`src/rtl/dcache_victim_buffer.sv`:
```
// -----------------------------------------------------------------------------
// dcache_victim_buffer
//
// Fully-associative victim buffer between the write-back data cache and
// memory. Holds clean and dirty lines evicted from the cache. A later miss
// that hits the buffer hands the line back to the cache.
//
// Features:
//   - Dirty tracking per entry.
//   - Round-robin replacement once the buffer is full.
//   - Writeback of a dirty victim on overflow.
//   - Walking flush that writes back every dirty line.
//
// Optional feature macro: VICTIM_PERF_CNT_EN
//   Defined   : hit_cnt_o / miss_cnt_o are saturating 32-bit lookup counters.
//   Undefined : no counter logic; both ports are tied to 0.
//
// Ports:
//   clk, rst_n                  clock, synchronous active-low reset
//   lookup_req_i/lookup_addr_i  associative lookup request
//   lookup_hit_o/_data_o/_dirty_o
//                               registered lookup result (1-cycle latency)
//   take_i                      invalidate the entry reported by lookup_hit_o
//   ins_valid_i/ins_ready_o     insert handshake for an evicted cache line
//   ins_addr_i/_data_i/_dirty_i inserted line
//   wb_valid_o/wb_ready_i       writeback handshake towards memory
//   wb_addr_o/wb_data_o         writeback line
//   flush_i                     flush request pulse
//   flush_done_o                one-cycle pulse at the end of a flush
//   hit_cnt_o/miss_cnt_o        lookup statistics
// -----------------------------------------------------------------------------
module dcache_victim_buffer #(
  parameter int NUM_ENTRIES = 4,
  parameter int LINE_WIDTH  = 128,
  parameter int TAG_WIDTH   = 28
) (
  input  logic                  clk,
  input  logic                  rst_n,
  input  logic                  lookup_req_i,
  input  logic [TAG_WIDTH-1:0]  lookup_addr_i,
  output logic                  lookup_hit_o,
  output logic [LINE_WIDTH-1:0] lookup_data_o,
  output logic                  lookup_dirty_o,
  input  logic                  take_i,
  input  logic                  ins_valid_i,
  output logic                  ins_ready_o,
  input  logic [TAG_WIDTH-1:0]  ins_addr_i,
  input  logic [LINE_WIDTH-1:0] ins_data_i,
  input  logic                  ins_dirty_i,
  output logic                  wb_valid_o,
  input  logic                  wb_ready_i,
  output logic [TAG_WIDTH-1:0]  wb_addr_o,
  output logic [LINE_WIDTH-1:0] wb_data_o,
  input  logic                  flush_i,
  output logic                  flush_done_o,
  output logic [31:0]           hit_cnt_o,
  output logic [31:0]           miss_cnt_o
);

  localparam int IDX_W = $clog2(NUM_ENTRIES);
  localparam logic [IDX_W-1:0] LAST_IDX = IDX_W'(NUM_ENTRIES - 1);

  typedef enum logic [2:0] {IDLE, WB_EVICT, FLUSH_SCAN, FLUSH_WB, FLUSH_DONE} state_t;

  state_t                  state_reg, state_next;
  logic [TAG_WIDTH-1:0]    tag_mem  [NUM_ENTRIES];
  logic [LINE_WIDTH-1:0]   data_mem [NUM_ENTRIES];
  logic [NUM_ENTRIES-1:0]  valid_reg, valid_next, dirty_reg, dirty_next;
  logic [IDX_W-1:0]        rr_ptr_reg, rr_ptr_next, idx_reg, idx_next;
  logic                    flush_pending_reg, flush_pending_next;
  logic [TAG_WIDTH-1:0]    wb_addr_reg;
  logic [LINE_WIDTH-1:0]   wb_data_reg;
  logic                    lookup_hit_reg, lookup_dirty_reg;
  logic [LINE_WIDTH-1:0]   lookup_data_reg;
  logic [IDX_W-1:0]        lookup_idx_reg;

  logic [NUM_ENTRIES-1:0]  lookup_match, ins_match, take_mask, live;
  logic [IDX_W-1:0]        lookup_idx, ins_match_idx, free_idx, wr_idx, wb_src_idx;
  logic                    lookup_any, ins_match_any, free_any, wr_en, wb_load;

  // take_i only acts on a reported hit; the remaining "live" set is what an
  // insert in the same cycle sees, so a slot freed by take_i is reusable.
  assign take_mask = (take_i && lookup_hit_reg) ? (NUM_ENTRIES'(1) << lookup_idx_reg) : '0;
  assign live      = valid_reg & ~take_mask;

  generate
    for (genvar gi = 0; gi < NUM_ENTRIES; gi++) begin : g_cmp
      assign lookup_match[gi] = valid_reg[gi] && (tag_mem[gi] == lookup_addr_i);
      assign ins_match[gi]    = live[gi] && (tag_mem[gi] == ins_addr_i);
    end
  endgenerate

  assign lookup_any    = |lookup_match;
  assign ins_match_any = |ins_match;
  assign free_any      = ~&live;

  // Priority encoders: walking downwards leaves the lowest index selected.
  always_comb begin
    lookup_idx    = '0;
    ins_match_idx = '0;
    free_idx      = '0;
    for (int i = NUM_ENTRIES - 1; i >= 0; i--) begin
      if (lookup_match[i]) lookup_idx    = IDX_W'(i);
      if (ins_match[i])    ins_match_idx = IDX_W'(i);
      if (!live[i])        free_idx      = IDX_W'(i);
    end
  end

  always_ff @(posedge clk) begin
    if (!rst_n) state_reg <= IDLE;
    else        state_reg <= state_next;
  end

  always_comb begin
    state_next         = state_reg;
    valid_next         = live;
    dirty_next         = dirty_reg & ~take_mask;
    rr_ptr_next        = rr_ptr_reg;
    idx_next           = idx_reg;
    flush_pending_next = flush_pending_reg | flush_i;
    wr_en              = 1'b0;
    wr_idx             = '0;
    wb_load            = 1'b0;
    wb_src_idx         = '0;
    ins_ready_o        = 1'b0;
    wb_valid_o         = 1'b0;
    flush_done_o       = 1'b0;
    unique case (state_reg)
      IDLE: begin
        ins_ready_o = !(flush_i || flush_pending_reg);
        if (flush_i || flush_pending_reg) begin
          state_next         = FLUSH_SCAN;
          idx_next           = '0;
          flush_pending_next = 1'b0;
        end else if (ins_valid_i) begin
          wr_en = 1'b1;
          if (ins_match_any) begin
            wr_idx             = ins_match_idx;
            dirty_next[wr_idx] = dirty_reg[wr_idx] | ins_dirty_i;
          end else if (free_any) begin
            wr_idx             = free_idx;
            dirty_next[wr_idx] = ins_dirty_i;
          end else begin
            wr_idx      = rr_ptr_reg;
            rr_ptr_next = rr_ptr_reg + IDX_W'(1);
            if (dirty_reg[rr_ptr_reg]) begin
              wb_load    = 1'b1;
              wb_src_idx = rr_ptr_reg;
              state_next = WB_EVICT;
            end
            dirty_next[wr_idx] = ins_dirty_i;
          end
          valid_next[wr_idx] = 1'b1;
        end
      end
      WB_EVICT: begin
        wb_valid_o = 1'b1;
        if (wb_ready_i) state_next = IDLE;
      end
      FLUSH_SCAN: begin
        if (live[idx_reg] && dirty_reg[idx_reg]) begin
          wb_load    = 1'b1;
          wb_src_idx = idx_reg;
          state_next = FLUSH_WB;
        end else begin
          valid_next[idx_reg] = 1'b0;
          dirty_next[idx_reg] = 1'b0;
          idx_next            = idx_reg + IDX_W'(1);
          if (idx_reg == LAST_IDX) state_next = FLUSH_DONE;
        end
      end
      FLUSH_WB: begin
        wb_valid_o = 1'b1;
        if (wb_ready_i) begin
          valid_next[idx_reg] = 1'b0;
          dirty_next[idx_reg] = 1'b0;
          idx_next            = idx_reg + IDX_W'(1);
          // The last index has nothing left to scan, so finish directly.
          state_next          = (idx_reg == LAST_IDX) ? FLUSH_DONE : FLUSH_SCAN;
        end
      end
      FLUSH_DONE: begin
        flush_done_o = 1'b1;
        rr_ptr_next  = '0;
        state_next   = IDLE;
      end
      default: state_next = IDLE;
    endcase
  end

  always_ff @(posedge clk) begin
    if (!rst_n) begin
      valid_reg         <= '0;
      dirty_reg         <= '0;
      rr_ptr_reg        <= '0;
      idx_reg           <= '0;
      flush_pending_reg <= 1'b0;
      wb_addr_reg       <= '0;
      wb_data_reg       <= '0;
      lookup_hit_reg    <= 1'b0;
      lookup_dirty_reg  <= 1'b0;
      lookup_data_reg   <= '0;
      lookup_idx_reg    <= '0;
    end else begin
      valid_reg         <= valid_next;
      dirty_reg         <= dirty_next;
      rr_ptr_reg        <= rr_ptr_next;
      idx_reg           <= idx_next;
      flush_pending_reg <= flush_pending_next;
      if (wb_load) begin
        wb_addr_reg <= tag_mem[wb_src_idx];
        wb_data_reg <= data_mem[wb_src_idx];
      end
      // Lookup reads pre-insert contents: the arrays update on this same edge.
      lookup_hit_reg <= lookup_req_i && lookup_any;
      lookup_idx_reg <= lookup_idx;
      if (lookup_req_i && lookup_any) begin
        lookup_data_reg  <= data_mem[lookup_idx];
        lookup_dirty_reg <= dirty_reg[lookup_idx];
      end else begin
        lookup_data_reg  <= '0;
        lookup_dirty_reg <= 1'b0;
      end
    end
  end

  // Line storage carries no reset; the valid bits qualify its contents.
  always_ff @(posedge clk) begin
    if (wr_en) begin
      tag_mem[wr_idx]  <= ins_addr_i;
      data_mem[wr_idx] <= ins_data_i;
    end
  end

  assign lookup_hit_o   = lookup_hit_reg;
  assign lookup_data_o  = lookup_data_reg;
  assign lookup_dirty_o = lookup_dirty_reg;
  assign wb_addr_o      = wb_addr_reg;
  assign wb_data_o      = wb_data_reg;

`ifdef VICTIM_PERF_CNT_EN
  logic [31:0] hit_cnt_reg, miss_cnt_reg;

  always_ff @(posedge clk) begin
    if (!rst_n) begin
      hit_cnt_reg  <= '0;
      miss_cnt_reg <= '0;
    end else if (lookup_req_i) begin
      if (lookup_any) begin
        if (hit_cnt_reg != 32'hFFFF_FFFF) hit_cnt_reg <= hit_cnt_reg + 32'd1;
      end else begin
        if (miss_cnt_reg != 32'hFFFF_FFFF) miss_cnt_reg <= miss_cnt_reg + 32'd1;
      end
    end
  end

  assign hit_cnt_o  = hit_cnt_reg;
  assign miss_cnt_o = miss_cnt_reg;
`else
  assign hit_cnt_o  = '0;
  assign miss_cnt_o = '0;
`endif

endmodule

```
`config.mk`:
```
export PLATFORM = sky130hd
export DESIGN_NAME = dcache_victim_buffer
export DESIGN_NICKNAME = d
export VERILOG_FILES = /design/src/rtl/dcache_victim_buffer.sv
export SDC_FILE = /design/constraint.sdc
export NUM_CORES = 2
export LEC_CHECK = 0
export CORE_MARGIN = 3
export CORE_UTILIZATION = 60
export DETAILED_ROUTE_END_ITERATION = 10
export PLACE_DENSITY = 0.91
export SLEW_MARGIN = 15
export SYNTH_ARGS = -nofsm -noshare
export SYNTH_HDL_FRONTEND = slang
export SYNTH_SLANG_ARGS = --single-unit
```
`constraint.sdc`:
```
create_clock -name clk -period 23.2 [get_ports clk]
set_clock_uncertainty 0.2 [all_clocks]
set_input_delay 2.32 -clock clk [delete_from_list [all_inputs] [get_ports clk]]
set_output_delay 2.32 -clock clk [all_outputs]
set_load 0.03 [all_outputs]
```
======== After elaboration in Yosys (flattened, before gate mapping) ========
Memory sizes are Yosys's and may differ from the RTL's. A register that Yosys moved wholly into a read port is not among the register bits.
Cells that the tools add are included.
operators by class
  add/sub/neg operators ................... 2
  multipliers ............................. 0
  divide/modulo/power cells ............... 0
  order comparisons ....................... 11
  eq/ne operators ......................... 26
  shift-type cells ........................ 1
  mux-type cells .......................... 100
  bitwise logic cells ..................... 9
  reduce and logical (&&, ||, !) cells .... 32
operators with widths
  kind                                                                           number
  28-bit equality test                                                           8
  2-bit 2-to-1 mux                                                               33
  4-bit 2-to-1 mux                                                               11
  3-bit 2-to-1 mux                                                               10
  1-bit 2-to-1 mux                                                               26
  4-bit one-hot mux with 3 select lines                                          2
  2-bit by 3-bit less-than comparator with 1-bit output (second input constant)  6
  4-bit bitwise AND                                                              4
  1-bit logical AND                                                              16
  2-bit != test (second input constant)                                          8
  3-bit != test (second input constant)                                          5
  4-bit bitwise mux                                                              3
  3-bit one-hot mux with 4 select lines                                          1
  1-bit binary-select mux with 2-bit select                                      5
  1-bit demux with 2-bit select                                                  5
  2-bit by 1-bit >= comparator with 1-bit output (second input constant)         5
  4-bit inverter                                                                 2
  2-bit one-hot mux with 2 select lines                                          2
  4-bit AND reduction                                                            2
  4-bit OR reduction                                                             2
  7-bit AND reduction                                                            1
  3-bit by 2-bit equality test with 1-bit output (second input constant)         2
  2-bit one-hot mux with 3 select lines                                          1
  5-bit AND reduction                                                            1
  other kinds (15)                                                               20
storage, ports and cells
  bits in registers ....................... 20
  latch bits .............................. 0
  bits in writable memories ............... 624
  memory bits (read-only) ................. 0
  input port bits ......................... 192
  output and inout port bits .............. 353
  logic and storage cells ................. 192
  memories ................................ 2
memories
  memory    words  width  read ports  clocked after Yosys merged registers in  wr ports  line  RTL
  data_mem  4      128    2           2                                        1         67    logic [LINE_WIDTH-1:0] data_mem [NUM_ENTRIES];
  tag_mem   4      28     5           1                                        1         66    logic [TAG_WIDTH-1:0] tag_mem [NUM_ENTRIES];

======== Depth between registers and ports, before layout ========
  depth in word-level cells ............... 21
  mapped depth ............................ 11
  gate-level depth less buffers ........... 8

======== Worst setup path before layout ========
Ideal clock, no wire load.
  kind .................................... input to register
  from .................................... input ins_addr_i[24]
  to ...................................... memory data_mem[2][0], enable pin
  setup time .............................. 675 ps
  data arrival time ....................... 9990 ps
  data required time ...................... 22325 ps
  setup slack ............................. 12335 ps
  stages on the path ...................... 7
  cells stage by stage .................... xor2_1 > nor4_2 > nand4_1 > or3_1 > o211ai_1 > nand3_1 > nor2_1
between the ends
  cells in the longest elaborated chain, start to end .. 13
  elaborated cells between the ends (all ways) .. 20
ends and longest elaborated chain
  what                           line  RTL
  from (decl)                    47    input logic [TAG_WIDTH-1:0] ins_addr_i,
  28-bit equality test           89    assign ins_match[gi] = live[gi] && (tag_mem[gi] == ins_addr_i);
  1-bit logical AND              89
  2-bit 2-to-1 mux (4 in a row)  104   if (ins_match[i]) ins_match_idx = IDX_W'(i);
  2-bit 2-to-1 mux (*)           137   if (ins_match_any) begin
  2-bit 2-to-1 mux (*)           135   end else if (ins_valid_i) begin
  2-bit 2-to-1 mux (*)           131   if (flush_i || flush_pending_reg) begin
  2-bit 2-to-1 mux (*)           128   unique case (state_reg)
  2-bit 2-to-1 mux (*)           135
  2-bit 2-to-1 mux (*)           131
  2-bit 2-to-1 mux (*)           128
  to (decl)                      67
Every way passes the cells marked *; elsewhere a longest branch is shown, timed or not. The select of a mux whose other input is x is not followed.

======== Worst setup path in the final report ========
  from .................................... input take_i
  to ...................................... register wb_data_reg[42], in the netlist wb_data_o[42] (read register of data_mem)
between the ends
  cells in the longest elaborated chain, start to end .. 10
  elaborated cells between the ends (all ways) .. 25
ends and longest elaborated chain
  what                                                                                                   line    RTL
  from (decl)                                                                                            44      input logic take_i,
  1-bit logical AND (*)                                                                                  83      assign take_mask = (take_i && lookup_hit_reg) ? (NUM_ENTRIES'(1) << lookup_idx_reg) : '0;
  4-bit 2-to-1 mux (*)                                                                                   83
  4-bit inverter (*)                                                                                     84      assign live = valid_reg & ~take_mask;
  4-bit bitwise AND (*)                                                                                  84
  4-bit AND reduction / 1-bit logical AND (equally long branches)                                        95, 89
  2-bit 2-to-1 mux, or another cell as far along                                                         140     end else if (free_any) begin
  2-bit 2-to-1 mux / 1-bit 2-to-1 mux (equally long branches)                                            137
  2-bit 2-to-1 mux / 1-bit 2-to-1 mux (equally long branches)                                            135
  2-bit 2-to-1 mux / 1-bit 2-to-1 mux (equally long branches)                                            131
  2-bit one-hot mux with 2 select lines / 1-bit one-hot mux with 2 select lines (equally long branches)  128
  to (decl)                                                                                              72      logic [LINE_WIDTH-1:0] wb_data_reg;
Marks and branches as above.
A chain may end at the register's enable or synchronous reset.

==> summary by stage <==
Timing
Setup repair after global routing left no endpoint under its margin. For this run, the top clock speed supported by timing is 132.5 MHz. For the pin with the worst max-slew slack, the measured transition is 1.386 ns.

The headroom to the max-slew limit is 7.593%. The total negative slack for setup checks is 0 ns. For the finished layout, the period the worst path requires is 7.550 ns. Setup violations remaining at the end of the flow were counted as 0.

The count of final hold-check violations came to 0. The max-slew violation count is 0. The share of the clock period used by the worst path is 32.54%.

Logic synthesis
Of the synthesized area, sequential elements account for 60.31%. In the post-synthesis netlist, the cell with the most instances is sky130_fd_sc_hd__edfxtp_1. The number of cells produced by synthesis is 3,262. The biggest area contributor in the post-synthesis netlist is sky130_fd_sc_hd__edfxtp_1. The flop and latch count out of synthesis is 928. The distinct cell type count after synthesis is 66.

The fraction of post-synthesis cell area in the top cell type by area is about 46%. The yosys synthesis warning count is 0. In this run the cell area of the synthesized design comes to 41,160 µm². In the synthesized netlist, the cells that appear most often are sky130_fd_sc_hd__edfxtp_1 (624), sky130_fd_sc_hd__dfxtp_1 (304), sky130_fd_sc_hd__nand2_1 (293). The most used flip-flop cell after synthesis is sky130_fd_sc_hd__edfxtp_1.

Counting flops with an async set or reset pin after synthesis yields a share of 0%. The number of flops mapped to enable cells by yosys is 624. In the post-synthesis netlist, the biggest area contributors are sky130_fd_sc_hd__edfxtp_1 (46%), sky130_fd_sc_hd__dfxtp_1 (15%), sky130_fd_sc_hd__a211oi_2 (4.3%). The mean area per synthesized cell is 12.62 µm².

Min path
The path class of the lowest-slack min-delay path is reg2reg. The number of stages on the worst hold path is 2.

Worst setup path
The kind of critical path is in2reg. Of all nets on the critical path, the largest fanout is 74. Measured in cells, the most critical reg-to-reg path has a length of 10. The worst setup path is captured at a register. The startpoint kind of the worst setup timing path is an input pin. Data on the critical path is required at its endpoint by 23.48 ns. The endpoint arrival time on the critical path is slightly below 8 ns.

Detailed routing
The post-detailed-route DRC marker count is 0. The number of nets still failing antenna checks after routing is 0. Detailed routing inserted a total of between 30k and 40k vias. The wire length per cell is 27.78 µm. Before antenna repair, the detailed router went through 6 iterations.

Summed over all layers, the routed wires come to 127,000 µm. The iteration-0 DRC count of the detailed router is 3,770. In the routed layout, each cell is associated on average with a via count of 6.649.

Global route
The total global-route track usage is between 30% and 40%. The total congestion overflow is 0. The initial antenna violation count came to 29. The maximum number of pins on one net before global-route repair is around 180. The number of global-route vias before repair is 29.52k. The first-pass GRT wire length is around 190,000 µm.

Clock tree
The tree is rooted in a sky130_fd_sc_hd__clkbuf_16. The clock-pin slew of the registers on the worst-case setup and hold paths is ~0.060 ns. The quantity of hold-fixing buffers added after cts is 0. The clock tree from TritonCTS is built. The clock passes through at most 3 buffers. The post-CTS repair timing setup buffer count is 0. In this run, CTS created clock tree buffers numbering just over 90. In this run the number of H-tree levels came out at 3. Clock tree synthesis found a total of 928 sinks. For the worst-skew pair, the clock arrives at the later sink with an insertion delay of ~0.65 ns. After clock tree synthesis, the repair step resized 0 gates.

Status
The flow ran to the end, and the final reports show no timing, DRC or antenna violations.

Final layout
From synthesis to final layout, the design area changed by 19.13%. The register containing the most flip-flops in the final layout is data_mem. Of the cells placed in the final design, the portion with a size suffix greater than 1 is a little under a tenth. The number of flip-flops under the largest register name is between 500 and 600. After the last flow step, the layout net total stands at 3,796.

The count of non-filler cells in the finished layout is 4,571.

Run
The max-cap violation count is 0.

Place
Summed over all nets, the half-perimeter wirelength after detailed placement is 78,040 µm. In this run, placement finished with an instance count of roughly 4.4k. At the end of routability-driven placement, the weighted congestion stood at 1.116. In this run the tool buffered the top-level ports with 480 buffer cells.

Floorplan
The effective utilization at floorplan is 60.97%. From left edge to right edge, the die measures 267.9 µm. In this run the core area contains 95 standard-cell rows. The placeable core region is 67,510 µm². The height of the chip is 267.9 µm. The area of the die is between 70,000 and 80,000 µm². The number of top-level pins is about 550.

Pwr
The worst voltage drop across the vdd grid is 0.09081 mV. Summed over all cells, the static leakage comes to 15.54 nW. The power density relative to cell area is slightly above 70 nW/µm².
==> cells by family (layout without fill, tap and decap cells) <==
logic type / count (synthesis) / in the layout / synth area share [%]
flops: 928 / 928 / 60.31
buf+inv: 347 / 696 / 4.380
xor+xnor: 224 / 224 / 4.766
mux: 165 / 165 / 4.073
other cells: 1 / 88 / 0.009110
fa+ha+maj: 8 / 8 / 0.2432
simple gates: 797 / 797 / 10.19
compound gates: 792 / 792 / 16.03
==> path summary, 6_finish.rpt <==
path                     start             to  slack (ns)
setup / recovery        take_i  wb_data_o[42]       15.65
hold / removal      idx_reg[1]     idx_reg[1]        0.37
setup reg to reg  lookup_hit_o  wb_data_o[42]       17.47
hold reg to reg     idx_reg[1]     idx_reg[1]        0.37
==> report_power, final <==
part | total [mW] | internal (mW) | switching [mW] | leakage (nW)
clock network | 1.51 | 0.880 | 0.634 | 1.50
registers | 1.81 | 1.79 | 0.0156 | 8.11
logic | 0.194 | 0.0723 | 0.121 | 5.93
==> per-stage QoR <==
step	total power, mW	hold WS (ns)	util, %	setup slack, ns	instance area, µm²
floorplan	1.949	0.2934	-	12.33	41400
finish	3.515	0.3706	72.63	15.65	49040
detailed placement	2.030	0.3428	68.00	15.21	45910
global placement	2.026	0.3320	68.00	15.27	45910
CTS	3.523	0.3676	72.54	15.88	48980
global route	3.603	0.3855	72.61	15.49	49020
==> worst max-delay path: stages <==
cell and delay, ns:
sky130_fd_sc_hd__clkdlybuf4s50_1 0.56, sky130_fd_sc_hd__nand3_1 0.18, sky130_fd_sc_hd__o21ai_0 0.79, sky130_fd_sc_hd__nor2_1 0.15, sky130_fd_sc_hd__nand3_1 0.27, sky130_fd_sc_hd__and4_4 0.41, sky130_fd_sc_hd__a22o_4 0.73, sky130_fd_sc_hd__and2_4 0.68
sky130_fd_sc_hd__buf_4 0.65, sky130_fd_sc_hd__buf_4 0.78, sky130_fd_sc_hd__a211oi_2 0.16
==> layout by cell type, fill, tap and decap left out, types with 35 or more instances in the layout <==
cell type / n
sky130_fd_sc_hd__clkdlybuf4s50_1: 479
sky130_fd_sc_hd__a221oi_1: 156
sky130_fd_sc_hd__nand4_1: 78
sky130_fd_sc_hd__and2_1: 271
sky130_fd_sc_hd__o21ai_0: 162
sky130_fd_sc_hd__a211oi_1: 147
sky130_fd_sc_hd__nor4_1: 35
sky130_fd_sc_hd__conb_1: 64
sky130_fd_sc_hd__a311oi_1: 129
sky130_fd_sc_hd__a211oi_2: 140
sky130_fd_sc_hd__nand2_1: 293
sky130_fd_sc_hd__edfxtp_1: 624
sky130_fd_sc_hd__dfxtp_1: 304
sky130_fd_sc_hd__xor2_1: 46
sky130_fd_sc_hd__mux2i_1: 163
sky130_fd_sc_hd__xnor2_1: 178
sky130_fd_sc_hd__clkbuf_16: 93
==> layer usage <==
layer / share of wire [%] / GRT usage [%] / vias to the layer above
li1: - / - / 13040
met1: 38 / 45.14 / 14996
met2: 47 / 55.85 / 2001
met3: 10 / 7.874 / 339
met4: 4.2 / 13.53 / 18
met5: 0.11 / 0 / -
==> final cells by class <==
| type | count | area [µm²] |
|---|---|---|
| antenna | 24 | 60.06 |
| timing repair buffer | 514 | 5095 |
| inverter | 10 | 52.55 |
| multi-input combinational | 2050 | 14850 |
| tap | 873 | 1092 |
| clock inverter | 49 | 549.3 |
| sequential | 928 | 24820 |
| fill | 4142 | 18480 |
| clock buffer | 123 | 2520 |
Power figures use the tool's default switching activity.
